<file path="config.mk">
export PLATFORM = sky130hd
export DESIGN_NAME = pmem_port_arbiter_flat
export DESIGN_NICKNAME = d
export VERILOG_FILES = /design/src/rtl/pmem_port_arbiter_if.sv /design/src/rtl/pmem_port_arbiter.sv /design/src/flat_wrapper.sv
export SDC_FILE = /design/constraint.sdc
export NUM_CORES = 1
export LEC_CHECK = 0
export BUFFER_PORTS_ARGS = -buffer_cell sky130_fd_sc_hd__buf_4
export CAP_MARGIN = 25
export CORE_AREA = 2 2 636 638
export CTS_CLUSTER_DIAMETER = 60
export CTS_CLUSTER_SIZE = 14
export DETAILED_ROUTE_END_ITERATION = 10
export DIE_AREA = 0 0 638 640
export PLACE_DENSITY = 0.3
export SLEW_MARGIN = 20
export SYNTH_ARGS = -nofsm -noshare
export SYNTH_HDL_FRONTEND = slang
export SYNTH_SLANG_ARGS = --single-unit
</file>
<file path="constraint.sdc">
create_clock -name clk -period 3 [get_ports clk]
set_input_delay 0.15 -clock clk [delete_from_list [all_inputs] [get_ports clk]]
set_output_delay 0.15 -clock clk [all_outputs]
set_load 0.05 [all_outputs]
</file>
<file path="src/rtl/pmem_port_arbiter_if.sv">
// Bundle of the icache, dcache and physical-memory handshakes around the port arbiter.
// The slave view belongs to the arbiter; the master view is the surrounding caches and memory.
interface pmem_port_arbiter_if #(
    parameter int ADDR_W = 32,
    parameter int DATA_W = 256
);
    logic              i_action_stb;
    logic              i_action_cyc;
    logic              i_write;
    logic [ADDR_W-1:0] i_addr;
    logic [DATA_W-1:0] i_wdata;
    logic [DATA_W-1:0] i_rdata;
    logic              i_resp;
    logic              i_retry;

    logic              d_action_stb;
    logic              d_action_cyc;
    logic              d_write;
    logic [ADDR_W-1:0] d_addr;
    logic [DATA_W-1:0] d_wdata;
    logic [DATA_W-1:0] d_rdata;
    logic              d_resp;
    logic              d_retry;

    logic              mem_action_stb;
    logic              mem_action_cyc;
    logic              mem_write;
    logic [ADDR_W-1:0] mem_addr;
    logic [DATA_W-1:0] mem_wdata;
    logic [DATA_W-1:0] mem_rdata;
    logic              mem_resp;
    logic              mem_retry;

    modport slave (
        input  i_action_stb, i_action_cyc, i_write, i_addr, i_wdata,
        input  d_action_stb, d_action_cyc, d_write, d_addr, d_wdata,
        input  mem_rdata, mem_resp, mem_retry,
        output i_rdata, i_resp, i_retry,
        output d_rdata, d_resp, d_retry,
        output mem_action_stb, mem_action_cyc, mem_write, mem_addr, mem_wdata
    );

    modport master (
        output i_action_stb, i_action_cyc, i_write, i_addr, i_wdata,
        output d_action_stb, d_action_cyc, d_write, d_addr, d_wdata,
        output mem_rdata, mem_resp, mem_retry,
        input  i_rdata, i_resp, i_retry,
        input  d_rdata, d_resp, d_retry,
        input  mem_action_stb, mem_action_cyc, mem_write, mem_addr, mem_wdata
    );
endinterface

</file>
<file path="src/rtl/pmem_port_arbiter.sv">
// Round-robin arbiter sharing one physical-memory port between icache and dcache,
// with a latched request and a bounded backoff when memory keeps retrying.
module pmem_port_arbiter #(
    parameter int ADDR_W      = 32,
    parameter int DATA_W      = 256,
    parameter int MAX_RETRY   = 8,
    parameter int BACKOFF_CYC = 4
) (
    input logic             clk,
    input logic             rst,
    pmem_port_arbiter_if.slave bus
);
    localparam logic [1:0] ST_IDLE    = 2'd0;
    localparam logic [1:0] ST_GRANT_I = 2'd1;
    localparam logic [1:0] ST_GRANT_D = 2'd2;
    localparam logic [1:0] ST_BACKOFF = 2'd3;

    localparam int RW = (MAX_RETRY > 1) ? $clog2(MAX_RETRY) : 1;
    localparam int BW = (BACKOFF_CYC > 1) ? $clog2(BACKOFF_CYC) : 1;
    localparam logic [RW-1:0] RETRY_LAST = RW'(MAX_RETRY - 1);
    localparam logic [BW-1:0] BOFF_LAST  = BW'(BACKOFF_CYC - 1);

    logic [1:0]        state_q, state_d;
    logic              prio_q, prio_d;     // 1: dcache wins a tie
    logic              owner_q, owner_d;   // 1: dcache owns the port
    logic              write_q, write_d;
    logic [ADDR_W-1:0] addr_q, addr_d;
    logic [DATA_W-1:0] wdata_q, wdata_d;
    logic [RW-1:0]     retry_cnt_q, retry_cnt_d;
    logic [BW-1:0]     boff_cnt_q, boff_cnt_d;

    logic req_i, req_d, pick_d, granted;

    assign req_i   = bus.i_action_stb & bus.i_action_cyc;
    assign req_d   = bus.d_action_stb & bus.d_action_cyc;
    assign pick_d  = req_d & (~req_i | prio_q);
    assign granted = (state_q == ST_GRANT_I) | (state_q == ST_GRANT_D);

    always_comb begin
        state_d     = state_q;
        prio_d      = prio_q;
        owner_d     = owner_q;
        write_d     = write_q;
        addr_d      = addr_q;
        wdata_d     = wdata_q;
        retry_cnt_d = retry_cnt_q;
        boff_cnt_d  = boff_cnt_q;
        case (state_q)
            ST_IDLE: begin
                if (req_i | req_d) begin
                    owner_d     = pick_d;
                    write_d     = pick_d ? bus.d_write : bus.i_write;
                    addr_d      = pick_d ? bus.d_addr  : bus.i_addr;
                    wdata_d     = pick_d ? bus.d_wdata : bus.i_wdata;
                    state_d     = pick_d ? ST_GRANT_D  : ST_GRANT_I;
                    retry_cnt_d = '0;
                end
            end
            ST_GRANT_I, ST_GRANT_D: begin
                // Completion wins over retry; the loser of this round gets the next tie.
                if (bus.mem_resp) begin
                    state_d = ST_IDLE;
                    prio_d  = ~owner_q;
                end else if (bus.mem_retry) begin
                    if (retry_cnt_q == RETRY_LAST) begin
                        state_d    = ST_BACKOFF;
                        boff_cnt_d = BOFF_LAST;
                    end else begin
                        retry_cnt_d = retry_cnt_q + RW'(1);
                    end
                end
            end
            ST_BACKOFF: begin
                if (boff_cnt_q == '0) begin
                    state_d     = owner_q ? ST_GRANT_D : ST_GRANT_I;
                    retry_cnt_d = '0;
                end else begin
                    boff_cnt_d = boff_cnt_q - BW'(1);
                end
            end
            default: state_d = ST_IDLE;
        endcase
    end

    always_ff @(posedge clk) begin
        if (rst) begin
            state_q     <= ST_IDLE;
            prio_q      <= 1'b1;
            owner_q     <= 1'b0;
            write_q     <= 1'b0;
            addr_q      <= '0;
            wdata_q     <= '0;
            retry_cnt_q <= '0;
            boff_cnt_q  <= '0;
        end else begin
            state_q     <= state_d;
            prio_q      <= prio_d;
            owner_q     <= owner_d;
            write_q     <= write_d;
            addr_q      <= addr_d;
            wdata_q     <= wdata_d;
            retry_cnt_q <= retry_cnt_d;
            boff_cnt_q  <= boff_cnt_d;
        end
    end

    // Memory side is quiet outside a grant, including during backoff.
    assign bus.mem_action_stb = granted;
    assign bus.mem_action_cyc = granted;
    assign bus.mem_write      = granted & write_q;
    assign bus.mem_addr       = granted ? addr_q  : '0;
    assign bus.mem_wdata      = granted ? wdata_q : '0;

    // A requester that dropped its strobe mid-transaction never sees the response.
    assign bus.i_resp  = (state_q == ST_GRANT_I) & bus.mem_resp & req_i;
    assign bus.d_resp  = (state_q == ST_GRANT_D) & bus.mem_resp & req_d;
    assign bus.i_retry = req_i & ~bus.i_resp;
    assign bus.d_retry = req_d & ~bus.d_resp;
    assign bus.i_rdata = bus.mem_rdata;
    assign bus.d_rdata = bus.mem_rdata;
endmodule

</file>
<file path="src/flat_wrapper.sv">
// flat-port wrapper written by rule: the top's interface ports become plain ports
module pmem_port_arbiter_flat 
#(
    parameter int ADDR_W      = 32,
    parameter int DATA_W      = 256,
    parameter int MAX_RETRY   = 8,
    parameter int BACKOFF_CYC = 4
)
  (clk, rst, bus_i_action_stb, bus_i_action_cyc, bus_i_write, bus_i_addr, bus_i_wdata, bus_d_action_stb, bus_d_action_cyc, bus_d_write, bus_d_addr, bus_d_wdata, bus_mem_rdata, bus_mem_resp, bus_mem_retry, bus_i_rdata, bus_i_resp, bus_i_retry, bus_d_rdata, bus_d_resp, bus_d_retry, bus_mem_action_stb, bus_mem_action_cyc, bus_mem_write, bus_mem_addr, bus_mem_wdata);
  pmem_port_arbiter_if #(.ADDR_W(ADDR_W), .DATA_W(DATA_W)) bus_i ();
  input logic clk;
  input logic rst;
  input wire logic [$bits(bus_i.i_action_stb)-1:0] bus_i_action_stb;
  input wire logic [$bits(bus_i.i_action_cyc)-1:0] bus_i_action_cyc;
  input wire logic [$bits(bus_i.i_write)-1:0] bus_i_write;
  input wire logic [$bits(bus_i.i_addr)-1:0] bus_i_addr;
  input wire logic [$bits(bus_i.i_wdata)-1:0] bus_i_wdata;
  input wire logic [$bits(bus_i.d_action_stb)-1:0] bus_d_action_stb;
  input wire logic [$bits(bus_i.d_action_cyc)-1:0] bus_d_action_cyc;
  input wire logic [$bits(bus_i.d_write)-1:0] bus_d_write;
  input wire logic [$bits(bus_i.d_addr)-1:0] bus_d_addr;
  input wire logic [$bits(bus_i.d_wdata)-1:0] bus_d_wdata;
  input wire logic [$bits(bus_i.mem_rdata)-1:0] bus_mem_rdata;
  input wire logic [$bits(bus_i.mem_resp)-1:0] bus_mem_resp;
  input wire logic [$bits(bus_i.mem_retry)-1:0] bus_mem_retry;
  output wire logic [$bits(bus_i.i_rdata)-1:0] bus_i_rdata;
  output wire logic [$bits(bus_i.i_resp)-1:0] bus_i_resp;
  output wire logic [$bits(bus_i.i_retry)-1:0] bus_i_retry;
  output wire logic [$bits(bus_i.d_rdata)-1:0] bus_d_rdata;
  output wire logic [$bits(bus_i.d_resp)-1:0] bus_d_resp;
  output wire logic [$bits(bus_i.d_retry)-1:0] bus_d_retry;
  output wire logic [$bits(bus_i.mem_action_stb)-1:0] bus_mem_action_stb;
  output wire logic [$bits(bus_i.mem_action_cyc)-1:0] bus_mem_action_cyc;
  output wire logic [$bits(bus_i.mem_write)-1:0] bus_mem_write;
  output wire logic [$bits(bus_i.mem_addr)-1:0] bus_mem_addr;
  output wire logic [$bits(bus_i.mem_wdata)-1:0] bus_mem_wdata;
  assign bus_i.i_action_stb = bus_i_action_stb;
  assign bus_i.i_action_cyc = bus_i_action_cyc;
  assign bus_i.i_write = bus_i_write;
  assign bus_i.i_addr = bus_i_addr;
  assign bus_i.i_wdata = bus_i_wdata;
  assign bus_i.d_action_stb = bus_d_action_stb;
  assign bus_i.d_action_cyc = bus_d_action_cyc;
  assign bus_i.d_write = bus_d_write;
  assign bus_i.d_addr = bus_d_addr;
  assign bus_i.d_wdata = bus_d_wdata;
  assign bus_i.mem_rdata = bus_mem_rdata;
  assign bus_i.mem_resp = bus_mem_resp;
  assign bus_i.mem_retry = bus_mem_retry;
  assign bus_i_rdata = bus_i.i_rdata;
  assign bus_i_resp = bus_i.i_resp;
  assign bus_i_retry = bus_i.i_retry;
  assign bus_d_rdata = bus_i.d_rdata;
  assign bus_d_resp = bus_i.d_resp;
  assign bus_d_retry = bus_i.d_retry;
  assign bus_mem_action_stb = bus_i.mem_action_stb;
  assign bus_mem_action_cyc = bus_i.mem_action_cyc;
  assign bus_mem_write = bus_i.mem_write;
  assign bus_mem_addr = bus_i.mem_addr;
  assign bus_mem_wdata = bus_i.mem_wdata;
  pmem_port_arbiter #(.ADDR_W(ADDR_W), .DATA_W(DATA_W), .MAX_RETRY(MAX_RETRY), .BACKOFF_CYC(BACKOFF_CYC)) u_core (.clk(clk), .rst(rst), .bus(bus_i));
endmodule
</file>
### Word-level counts from Yosys, hierarchy flattened

Index checks and enable logic that the tools add are counted.

| operators by class | value |
|---|---|
| $add $sub $neg | 2 |
| eq/ne operators | 13 |
| muxes and demuxes | 22 |
| bitwise operators | 17 |
| reductions and logical operators | 9 |

Operator list:

| kind | number |
|---|---|
| $mux W256 | 2 |
| $mux W32 | 2 |
| $mux W2 | 9 |
| $mux W3 | 5 |
| $and A1 B1 Y1 | 10 |
| $reduce_and A5 Y1 | 2 |
| $pmux W3 S3 | 1 |
| $ne A2 B2 Y1 const B | 4 |
| $ne A2 B1 Y1 const B | 3 |
| $pmux W2 S3 | 1 |
| $eq A2 B2 Y1 const B | 2 |
| $logic_not A2 Y1 | 2 |
| $not A1 Y1 | 4 |
| $pmux W2 S2 | 1 |
| $reduce_and A2 Y1 | 2 |
| $reduce_and A4 Y1 | 1 |
| $add A3 B1 Y3 const B | 1 |
| $eq A3 B3 Y1 const B | 1 |
| $ne A3 B2 Y1 const B | 1 |
| $ne A3 B3 Y1 const B | 1 |
| $or A1 B1 Y1 | 3 |
| $eq A2 B1 Y1 const B | 1 |
| $reduce_bool A2 Y1 | 1 |
| $reduce_or A2 Y1 | 1 |
| other kinds (2) | 2 |

| storage, ports and cells | value |
|---|---|
| register bits | 298 |
| input port bits | 842 |
| output and inout port bits | 807 |
| word-level logic and storage cells | 71 |

### Depth between registers and ports, before layout

Gate-level depths: netlist of run 1.

| logic depth | value |
|---|---|
| depth after elaboration | 7 |
| mapped depth | 8 |
| mapped depth without buffers | 6 |

### Worst setup path before layout of run 1

No wires, ideal clock.

| path | value |
|---|---|
| kind | flip-flop to output port |
| from | register u_core.state_q[0] |
| to | output bus_mem_addr[0] |
| data arrival time | 2.178 ns |
| data required time | 2.850 ns |
| setup slack | 0.672 ns |
| stages on the path, launching flop included | 7 |
| buffers on the path | 3 |
| cells stage by stage | dfxtp_1 -> inv_1 -> ha_1 -> buf_2 -> clkbuf_1 -> clkbuf_1 -> and2_1 |

| between the ends | value |
|---|---|
| cells in the longest elaborated chain, start to end | 3 |
| elaborated cells between the ends (all ways) | 4 |
| those cells by class | 2 x eq/ne; 1 x mux; 1 x bitwise |

RTL lines:

| what | RTL line | source |
|---|---|---|
| from (decl) | pmem_port_arbiter.sv:23 | `logic [1:0] state_q, state_d;` |
| from (signal assigned) | pmem_port_arbiter.sv:96 | `state_q <= state_d;` |
| $eq A2 B1 Y1 or $eq A2 B2 Y1 (tied branches) | pmem_port_arbiter.sv:37 | `assign granted = (state_q == ST_GRANT_I) \| (state_q == ST_GRANT_D);` |
| $or A1 B1 Y1 (*) | pmem_port_arbiter.sv:37 |  |
| net bus_mem_action_cyc | flat_wrapper.sv:33 | `output wire logic [$bits(bus_i.mem_action_cyc)-1:0] bus_mem_action_cyc;` |
| $mux W32 (*) | pmem_port_arbiter.sv:111 | `assign bus.mem_addr = granted ? addr_q : '0;` |
| to (decl) | flat_wrapper.sv:35 | `output wire logic [$bits(bus_i.mem_addr)-1:0] bus_mem_addr;` |

Mark *: on every way through the listed nets, which the timed path passes. The rest lies on a longest branch.

### Final worst setup path of run 1

| path | value |
|---|---|
| from | register u_core.state_q[1] |
| to | output bus_mem_wdata[71] |

| between the ends | value |
|---|---|
| cells in the longest elaborated chain, start to end | 3 |
| elaborated cells between the ends (all ways) | 4 |
| those cells by class | 2 x eq/ne; 1 x mux; 1 x bitwise |

RTL lines:

| what | RTL line | source |
|---|---|---|
| $eq A2 B1 Y1 or $eq A2 B2 Y1 (tied branches) | pmem_port_arbiter.sv:37 |  |
| $or A1 B1 Y1 (*) | pmem_port_arbiter.sv:37 |  |
| $mux W256 (*) | pmem_port_arbiter.sv:112 | `assign bus.mem_wdata = granted ? wdata_q : '0;` |
| to (decl) | flat_wrapper.sv:36 | `output wire logic [$bits(bus_i.mem_wdata)-1:0] bus_mem_wdata;` |

Every way passes the cells marked *; elsewhere a longest branch is shown, timed or not.

==> metrics.md, run 1 <==
| Metric | Value |
|---|---|
| Post-route ant nets | 0 |
| Crit. End Element | output port |
| Fin nets | 4224 |
| Grt total ovfl | 0 |
| Critical Path RT | 2850 ps |
| #FFs+latches synth | 298 |
| Die Area | 408000 um2 |
| Distinct cell type count after synthesis | 31 |
| Mean post-synth cell area | 7.49 um2 |
| DIE HEIGHT | 640 um |
| Clk pwr share | 0.250 |
| Synth warn | 0 |
| Pwr per Cell Area | 767 nW/um2 |
| Final hold violation count | 0 |
| Post-Route Setup TNS | 0 ps |
| Switching share of power | 0.479 |
| # rows | 233 |
| Setup-failing EPs final | 0 |
| Routability-driven placement congestion ratio | 0.856 |
| Main synth FF type | dfxtp_1 |
| Static Leak | 14.1 nW |
| Max_slew headroom | 0.361 |
| Layout cells sized above 1 | 0.304 |
| Post-synth EDFFs | 0 |
| Initial detailed-routing violation count | 1224 |
| Synth async-reset ratio | 0 |
| Vias in the first global route | 21700 |
| Worst Clk Skew | 69.1 ps |
| Kind of critical path | reg -> out |
| Die W | 638 um |
| Crit path launch | u_core.state_q[1] |
| Final min period | 2790 ps |
| Flop pwr share | 0.257 |
| Via/cell ratio | 2.50 |
| Clk Latency, worst-skew pair | 770 ps |
| P_sw | 13.1 mW |
| Reg-to-reg startpoint | u_core.prio_q |
| Beginning of the worst hold path | bus_i_action_stb |
| H-tree lvl count | 2 |
| GR Util All Layers | 0.105 |
| Sequential share of the synthesized area | 0.317 |
| Largest net degree at the start of global routing | 129 |
| Detailed-router iteration count before antenna repair | 5 |
| I/O Buffers | 880 |
| Io pins | 1649 |
| Clk sinks | 298 |
| Wire per inst | 25.8 um |
| DRC | 0 |
| First-pass GRT wire length | 272 mm |
| Logic pwr share | 0.493 |
| Internal power | 14.3 mW |
| Area of the mapped netlist | 18800 um2 |
| Hold WS | 146 ps |
| Slew Limit Fails | 0 |
| Critical Path Source Type | flop |
| Clock-pin slew on the worst setup and hold paths | 50 ps |
| Slew @ Worst Pin | 958 ps |
| Cells after Synth | 2515 |
| Syn Nets | 3364 |
| FMAX | 0.358 GHz |
| TritonCTS clock tree | built |
| Worst hold path class | in -> reg |
| Initial Util | 0.0469 |
| CP arrival | 2640 ps |
| Maximum buffer depth of the clock tree | 3 |
| Crit path max fanout | 131 |
| Initial antenna violation count | 51 |
| DR vias | 21800 |
| Final wirelength | 225 mm |
| IR drop worst, VDD | 709 uV |
| Area Overhead vs Synth | 89.7% |
| HPWL after detailed placement | 193 mm |
| Total CTS buffers | 57 |
| Final worst path period share | 0.931 |
| Status | finished, final reports clean |
| Core Area | 401000 um2 |
| Number of max-cap violations | 0 |
| Root Driver | clkbuf_16 |
| Postcts setup bufs | 0 |
| # fillers | 47000 |
## Yosys cell counts, types with 2 or more instances
master    instances  share of area
and2_1          291          0.097
nor2b_1           2        0.00066
and3_1            2        0.00066
o21a_1            3         0.0012
nand2_1         584           0.12
nor2_1          292          0.058
nand2b_1          2        0.00066
a311oi_1        279           0.13
buf_6             4         0.0024
a31oi_1           3         0.0010
nand4_1           2        0.00066
a211oi_1          2        0.00080
a21oi_1           8         0.0021
dfxtp_1         298           0.32
inv_1             6         0.0012
o21ai_0           6         0.0016
buf_2           104          0.028
a311oi_2         10         0.0080
clkbuf_1         76          0.015
ha_1              7         0.0047
buf_4           524           0.21
## path summary, 6_finish.rpt
check	endpoint	slack, ps	depth (start not counted)
worst max-delay path	bus_mem_wdata[71]	210	5
worst min-delay path	u_core.state_q[0]	150	5
worst max register to register	u_core.wdata_q[239]	280	7
worst min register to register	u_core.prio_q	460	1
## registers in the layout, indices dropped and copies added, names as in the netlist
| signal | flops |
|---|---|
| u_core.retry_cnt_q | 3 |
| u_core.state_q | 2 |
| u_core.owner_q | 1 |
| u_core.write_q | 1 |
| u_core.prio_q | 1 |
| u_core.addr_q | 32 |
| u_core.boff_cnt_q | 2 |
| u_core.wdata_q | 256 |
## per-layer routing
metal,share of wire,global-route usage
met1,0.31,0.0946
met2,0.49,0.182
met4,0.041,0.0383
met3,0.15,0.0737
met5,0.0040,0.0160
## power groups by stage
stage	registers, mW	clock network (mW)	logic (mW)
floorplan	5.60	0	9.04
global placement	7.38	0	11.9
detailed placement	7.37	0	11.9
CTS	7.30	7.23	13.8
global route	7.27	7.35	14.6
finish	7.02	6.86	13.5
## layout by cell type, fill, tap and decap left out, drive strengths merged, types with 2 or more instances in the layout
cell         netlist  final
buf              632    926
nand2            584    584
dlygate4sd3        0    582
dfxtp            298    298
nor2             292    292
and2             291    291
a311oi           289    289
clkbuf            76     80
inv                6     11
clkinvlp           0     10
diode              0      9
clkinv             0      9
a21oi              8      8
ha                 7      7
o21ai              6      6
o21a               3      3
a31oi              3      3
bufinv             0      3
and3               2      2
nor2b              2      2
a211oi             2      2
nand2b             2      2
nand4              2      2
a21boi             2      2
## critical path, cell delays in order, from the launching register on
cell and delay (ps):
dfxtp_1 360, inv_1 100, ha_4 330, buf_16 320, and2_1 350, buf_4 250
## area by class of cell
cell class	count	area, um2	area share
Antenna cell	9	22.5	0.000631
Clock buffer	79	1650	0.0462
Clock inverter	27	305	0.00855
Inverter	6	22.5	0.000631
Multi-Input combinational cell	1503	8080	0.226
Sequential cell	298	5970	0.167
Tap cell	5287	6620	0.185
Timing Repair Buffer	1509	13100	0.365
## kinds of logic (layout without fill, tap and decap cells)
| kind of cell | after synthesis | after routing | share of synthesized area |
|---|---|---|---|
| buffers and inverters | 714 | 1621 | 0.255 |
| adders and majority gates | 7 | 7 | 0.00465 |
| DFF | 298 | 298 | 0.317 |
| AOI/OAI and AO/OA | 318 | 318 | 0.148 |
| and+or+nand+nor | 1178 | 1178 | 0.275 |
| other | 0 | 9 | 0 |
## metrics by stage
step	cell area [um2]	total power, mW	cells	util	worst slack, ps
after detailed placement	27900	19.3	8021	0.0695	596
after global routing	35700	29.2	8714	0.0889	-3.43
after CTS	35700	28.3	8709	0.0889	17.4
after floorplan	18800	14.6	2515	-	672
final	35700	27.4	8718	0.0890	206
after global placement	27900	19.3	8021	0.0695	630
## repair_timing
item,4_1_cts,5_1_grt
gates resized for setup,2,4
setup endpoints to repair,48,7
hold endpoints to repair,298,0
hold buffers,582,0
Power figures use the tool's default switching activity.
==> run 2: changes to the inputs <==
ABC_AREA = 1   (was not set)
CELL_PAD_IN_SITES_DETAIL_PLACEMENT = 1   (was not set)
CELL_PAD_IN_SITES_GLOBAL_PLACEMENT = 1   (was not set)
CORE_AREA = 2 2 635 637   (was 2 2 636 638)
DIE_AREA = 0 0 637 639   (was 0 0 638 640)
==> metrics.md, run 2 <==
| Metric | Value |
|---|---|
| Core Area | 401000 um2 (-0.15%) |
| Setup-failing EPs final | 0 (unchanged) |
| Max_slew headroom | 0.414 (+0.0531) |
| Fin nets | 5472 (+30%) |
| Share of the synthesized area in the top cell type | 0.274 (-0.0432) |
| Most area-hungry cell type in the Yosys netlist | dfxtp_1 |
| Final hold violation count | 0 (unchanged) |
| First-pass GRT wire length | 269 mm (-1.2%) |
| Largest register by flop count | u_core.wdata_q |
| Most frequent cells in the layout | buf_4 (922), nand2_1 (902), nor2_1 (593), inv_1 (593), nand3_1 (587) |
| Main synth FF type | dfxtp_1 |
| Layout cells sized above 1 | 0.235 (-0.0689) |
| Number of max-cap violations | 0 (unchanged) |
| DR vias | 26400 (+21%) |
| Hold WS | 128 ps (-18.9 ps) |
| Sequential share of the synthesized area | 0.274 (-0.0432) |
| Total CTS buffers | 83 (+46%) |
| Post-route insts no fill | 9981 (+14%) |
| GR Util All Layers | 0.0987 (-0.00642) |
| Wire per inst | 21.1 um (-18%) |
| FMAX | 0.357 GHz (-0.31%) |
| Biggest regs | u_core.wdata_q x256, u_core.addr_q x32, u_core.retry_cnt_q x3 |
| Kind of critical path | reg -> reg |
| # fillers | 48400 (+2.9%) |
| Largest net degree at the start of global routing | 113 (-12%) |
| Critical Path Source Type | flop |
| Pwr per Cell Area | 803 nW/um2 (+4.7%) |
| Area of the mapped netlist | 21800 um2 (+16%) |
| HPWL after detailed placement | 175 mm (-9.4%) |
| Clk sinks | 298 (unchanged) |
| Mean post-synth cell area | 5.84 um2 (-22%) |
| Final min period | 2800 ps (+8.68 ps) |
| Area Overhead vs Synth | 83.1% |
| Most frequent cell after synthesis | nand2_1 |
| Io pins | 1649 (unchanged) |
| Status | finished, final reports clean |
| CP arrival | 3490 ps (+850 ps) |
| Via/cell ratio | 2.65 (+5.9%) |
| I/O Buffers | 880 (unchanged) |
| Post-synth EDFFs | 0 (unchanged) |
| Root Driver | clkbuf_16 |
| Initial detailed-routing violation count | 912 (-25%) |
| Cells after Synth | 3735 (+49%) |
| Initial antenna violation count | 62 (+22%) |
| Routability-driven placement congestion ratio | 0.765 (-11%) |
| Initial Util | 0.0544 (+0.00748) |
| Synth warn | 0 (unchanged) |
| Syn Nets | 4584 (+36%) |
| Clock-pin slew on the worst setup and hold paths | 50 ps (about the same) |
| Final wirelength | 211 mm (-6.1%) |
| FF/Latch Area | 5970 um2 (unchanged) |
| # rows | 233 (unchanged) |
| Final WS setup | 198 ps (-8.68 ps) |
| Synth top area cells | dfxtp_1 (27%), buf_4 (18%), nand2_1 (16%) |
| Worst Clk Skew | 76.2 ps (+7.18 ps) |
| Die Area | 407000 um2 (-0.31%) |
| Grt total ovfl | 0 (unchanged) |
| Most common cell after layout, fill and taps aside | buf_4 |
| DIE HEIGHT | 639 um (-0.16%) |
| Die W | 637 um (-0.16%) |
| Post-placement cell count | 9227 (+15%) |
| TritonCTS clock tree | built |
| Post-synth top cells | nand2_1 (903), inv_1 (593), nor2_1 (593) |
| Distinct cell type count after synthesis | 16 (-48%) |
| Critical Path RT | 3680 ps (+830 ps) |
| Final core occ | 0.0995 (+0.0106) |
| IR drop worst, VDD | 504 uV (-29%) |
| Detailed-router iteration count before antenna repair | 4 (-1) |
| Static Leak | 19.5 nW (+39%) |
| Maximum buffer depth of the clock tree | 4 (+1) |
| Clk Latency, worst-skew pair | 790 ps (+20 ps) |
| #FFs+latches synth | 298 (unchanged) |
| Max reg flops | 256 (unchanged) |
| Final worst path period share | 0.934 (+0.00289) |
| Worst hold path class | in -> reg |
| Synth async-reset ratio | 0 (unchanged) |
| Slew Limit Fails | 0 (unchanged) |
| Vias in the first global route | 28100 (+29%) |
| Slew @ Worst Pin | 879 ps (-79.7 ps) |
| Crit. End Element | flop |
| Area of the multi-input gates | 8770 um2 (+8.5%) |
| H-tree lvl count | 3 (+1) |
| Post-route ant nets | 0 (unchanged) |
| RSZ-0062 raised after global routing | yes |
| Crit path max fanout | 52 (-60%) |
| DRC | 0 (unchanged) |
| Dpl ws | 672 ps (+76.3 ps) |
[run 2: changes by cell type after synthesis, moves of 26 or more]
| cell | before | now |
|---|---|---|
| nand2_1 | 584 | 903 |
| buf_1 | 0 | 26 |
| and2_1 | 291 | 0 |
| nand3_1 | 0 | 588 |
| nor2_1 | 292 | 593 |
| a311oi_1 | 279 | 0 |
| inv_1 | 6 | 593 |
[run 2: cell families after synthesis]
| group | count (synthesis) | synth area share |
|---|---|---|
| and+or+nand+nor | 2087 | 0.394 |
| buffers and inverters | 1333 | 0.326 |
| DFF | 298 | 0.274 |
| AOI/OAI and AO/OA | 10 | 0.00247 |
| adders and majority gates | 7 | 0.00402 |
[run 2: final timing paths]
path	from	end	slack, ps	cells after the start
max	u_core.prio_q	u_core.wdata_q[149]	200	10
min	bus_d_wdata[250]	u_core.wdata_q[250]	130	5
max reg2reg	u_core.prio_q	u_core.wdata_q[149]	200	10
min reg2reg	u_core.prio_q	u_core.prio_q	480	2
[run 2: critical path: stages, from the launching register on]
cell and delay [ps]:
dfxtp_1 330, inv_1 70, nand3_4 120, buf_4 330
buf_16 260, nand3_1 130, nand3_1 110, dlygate4sd3_1 550
nand2_1 50, dlygate4sd3_1 560, inv_1 50
[run 2: per-layer routing]
metal / share of wire / vias up / track usage
met5: 0.00096 / - / 0.00272
met4: 0.042 / 14 / 0.0378
met3: 0.13 / 410 / 0.0595
met2: 0.47 / 1201 / 0.165
met1: 0.35 / 12400 / 0.0996
li1: - / 12400 / -
[run 2: area by class of cell]
class / count / area share
Antenna cell: 13 / 0.000815
Clock buffer: 100 / 0.0557
Clock inverter: 43 / 0.0134
Inverter: 594 / 0.0561
Multi-Input combinational cell: 2104 / 0.220
Sequential cell: 298 / 0.150
Tap cell: 5287 / 0.166
Timing Repair Buffer: 1542 / 0.339
[run 2: what timing repair did]
action	4_1_cts	5_1_grt
pin swaps	1	0
endpoints found under the hold margin	298	0
buffers inserted	1	9
cloned	1	3
hold buffers	584	0
resized for setup	3	6
endpoints found under the setup margin	34	24
[run 2: power breakdown]
group / switching [mW] / internal (mW) / total, mW
combinational: 10.9 / 5.54 / 16.4
clock: 3.24 / 6.08 / 9.32
sequential: 1.21 / 5.09 / 6.30
[run 2: metrics by stage]
| stage | power [mW] | area (um2) | TNS [ps] |
|---|---|---|---|
| 2_1_floorplan | 16.1 | 21800 | 0 |
| 3_3_place_gp | 21.6 | 31000 | 0 |
| 3_5_place_dp | 21.7 | 31000 | 0 |
| 4_1_cts | 33.3 | 39700 | 0 |
| 5_1_grt | 34.7 | 39900 | -3.03 |
| 6_report | 32.0 | 39900 | 0 |
==> run 3: changes to the inputs <==
clock period = 3.61 ns   (was 3 ns; I/O delays follow)
==> metrics.md, run 3 (synthesis gave the netlist of run 2 again) <==
| Metric | Value |
|---|---|
| Gates resized, CTS repair | 0 (-3) |
| Status | finished, final reports clean |
| DIE HEIGHT | 639 um (unchanged) |
| Overall Power | 26.7 mW (-17%) |
| Flop pwr share | 0.205 (+0.008) |
| R2R Path End | u_core.wdata_q[100] |
| Post-placement cell count | 9218 (-0.098%) |
| Largest register by flop count | u_core.wdata_q |
| TritonCTS clock tree | built |
| Final hold violation count | 0 (unchanged) |
| Slew @ Worst Pin | 1090 ps (+209 ps) |
| Crit-path cells | inv_1, nand3_4, nand2_8, buf_4, nand2_1, nand3_1, dlygate4sd3_1, nand2_1, dlygate4sd3_1, inv_1 |
| Critical Path Source Type | flop |
| Critical path's largest stage delay | 550 ps (about the same) |
| Reg-to-reg startpoint | u_core.prio_q |
| CP arrival | 3920 ps (+430 ps) |
| GR Util All Layers | 0.0983 (-0.000430) |
| Final min period | 3220 ps (+413 ps) |
| Min-Delay Endpoint | u_core.wdata_q[213] |
| Layout cells sized above 1 | 0.232 (-0.00284) |
| Static Leak | 19.4 nW (-0.48%) |
| Critical path's slowest cell | dlygate4sd3_1 |
| Area Overhead vs Synth | 82.0% |
| Critical Path RT | 4320 ps (+640 ps) |
| Crit path max fanout | 46 (-12%) |
| Routability-driven placement congestion ratio | 0.754 (-1.5%) |
| Clk sinks | 298 (unchanged) |
| Post-route insts no fill | 9961 (-0.20%) |
| Worst Path Buf+Inv | 5 (-1) |
| Clock-pin slew on the worst setup and hold paths | 50 ps (about the same) |
| Initial Util | 0.0544 (unchanged) |
| Final wirelength | 208 mm (-1.4%) |
| Clk pwr share | 0.306 (+0.015) |
| DRC | 0 (unchanged) |
| Final worst path period share | 0.891 (-0.0433) |
| Worst R2R Path Depth | 10 (unchanged) |
| Biggest regs | u_core.wdata_q x256, u_core.addr_q x32, u_core.retry_cnt_q x3 |
| FF/Latch Area | 5970 um2 (unchanged) |
| I/O Buffers | 880 (unchanged) |
| H-tree lvl count | 3 (unchanged) |
| Most frequent cells in the layout | buf_4 (916), nand2_1 (903), nor2_1 (593), inv_1 (593), nand3_1 (587) |
| HPWL after detailed placement | 174 mm (-0.70%) |
| Core Area | 401000 um2 (unchanged) |
| R2r setup slk | 390 ps (+200 ps) |
| Die Area | 407000 um2 (unchanged) |
| Max_slew headroom | 0.275 (-0.139) |
| Setup-failing EPs final | 0 (unchanged) |
| Hold Path Depth | 5 (unchanged) |
| Logic pwr share | 0.489 (-0.023) |
| Final core occ | 0.0989 (-0.000593) |
| Maximum buffer depth of the clock tree | 4 (unchanged) |
| # fillers | 48400 (+0.16%) |
| Kind of critical path | reg -> reg |
| RSZ-0062 raised after global routing | no |
| Most common cell after layout, fill and taps aside | buf_4 |
| Worst hold path class | in -> reg |
| P_sw | 12.7 mW (-17%) |
| Dpl ws | 1150 ps (+478 ps) |
| Grt total ovfl | 0 (unchanged) |
| Final WS setup | 394 ps (+197 ps) |
| Initial detailed-routing violation count | 967 (+6.0%) |
| Initial antenna violation count | 61 (-1.6%) |
| # rows | 233 (unchanged) |
| Worst Clk Skew | 88.4 ps (+12.1 ps) |
| Total CTS buffers | 87 (+4.8%) |
| Pwr per Cell Area | 673 nW/um2 (-16%) |
| Number of max-cap violations | 0 (unchanged) |
| Slew Limit Fails | 0 (unchanged) |
| Post-Route Setup TNS | 0 ps (unchanged) |
| Largest net degree at the start of global routing | 111 (-1.8%) |
| DR vias | 26300 (-0.39%) |
| Switching share of power | 0.477 (-0.00130) |
| Wire per inst | 20.9 um (-1.2%) |
| Post-route ant nets | 0 (unchanged) |
| Internal power | 14.0 mW (-16%) |
| Vias in the first global route | 27800 (-1.2%) |
| Beginning of the worst hold path | bus_d_wdata[213] |
| FMAX | 0.311 GHz (-13%) |
| Crit-path leading delay family | buffers and inverters |
| Via/cell ratio | 2.64 (-0.19%) |
| Detailed-router iteration count before antenna repair | 4 (unchanged) |
| Max reg flops | 256 (unchanged) |
| Root Driver | clkbuf_16 |
| Area of the multi-input gates | 8760 um2 (about the same) |
| IR drop worst, VDD | 273 uV (-46%) |
| Crit. End Element | flop |
| Die W | 637 um (unchanged) |
| Io pins | 1649 (unchanged) |
| Fin nets | 5452 (-0.37%) |
| First-pass GRT wire length | 268 mm (-0.33%) |
| Clk Latency, worst-skew pair | 810 ps (+20 ps) |
==> run 3: how the worst max path moves through the flow <==
stage / start / end / slack (ps) / cells past startpoint
5_1_grt: u_core.prio_q / u_core.wdata_q[100] / 70 / 10
3_3_place_gp: u_core.state_q[0] / u_core.wdata_q[215] / 1150 / 10
6_report: u_core.prio_q / u_core.wdata_q[100] / 390 / 10
2_1_floorplan: u_core.state_q[0] / bus_mem_wdata[106] / 1230 / 7
4_1_cts: u_core.prio_q / u_core.wdata_q[100] / 220 / 10
3_5_place_dp: u_core.state_q[0] / u_core.wdata_q[5] / 1150 / 9
==> run 3: cell type report <==
type	count	area share
timing repair buffer	1518	0.330
multi-input combinational	2104	0.221
tap	5287	0.167
sequential	298	0.150
clock buffer	116	0.0624
inverter	594	0.0564
clock inverter	35	0.0124
antenna	9	0.000568
==> run 3: repair_timing <==
item	CTS	global route
buffers inserted	0	0
endpoints found under the setup margin	0	0
hold endpoints to repair	297	0
hold buffers	583	0
==> run 3: metrics by stage <==
step,hold WS (ps),area (um2)
6_report,107,39700
5_1_grt,50.6,39600
4_1_cts,8.23,39600
3_5_place_dp,361,30800
3_3_place_gp,361,30800
2_1_floorplan,375,21800
==> run 3: layer usage <==
metal	vias to the layer above	track usage	wire length (um)
li1	12300	-	-
met1	12400	0.103	77200
met2	1170	0.164	97700
met3	404	0.0519	23700
met4	14	0.0393	8950
met5	-	0.00449	313
==> run 3: power groups by stage <==
stage          clock network (mW)  registers (mW)  logic (mW)
2_1_floorplan                   0            4.62        8.80
3_3_place_gp                    0            5.66        12.2
3_5_place_dp                    0            5.66        12.3
4_1_cts                      8.64            5.60        13.6
5_1_grt                      8.71            5.64        14.5
6_report                     8.17            5.46        13.1
==> run 3: worst min-delay path, delay by kind of cell <==
family / cells / cell delay (ps)
buffers and inverters: 2 / 120
AND/OR/NAND/NOR: 3 / 510
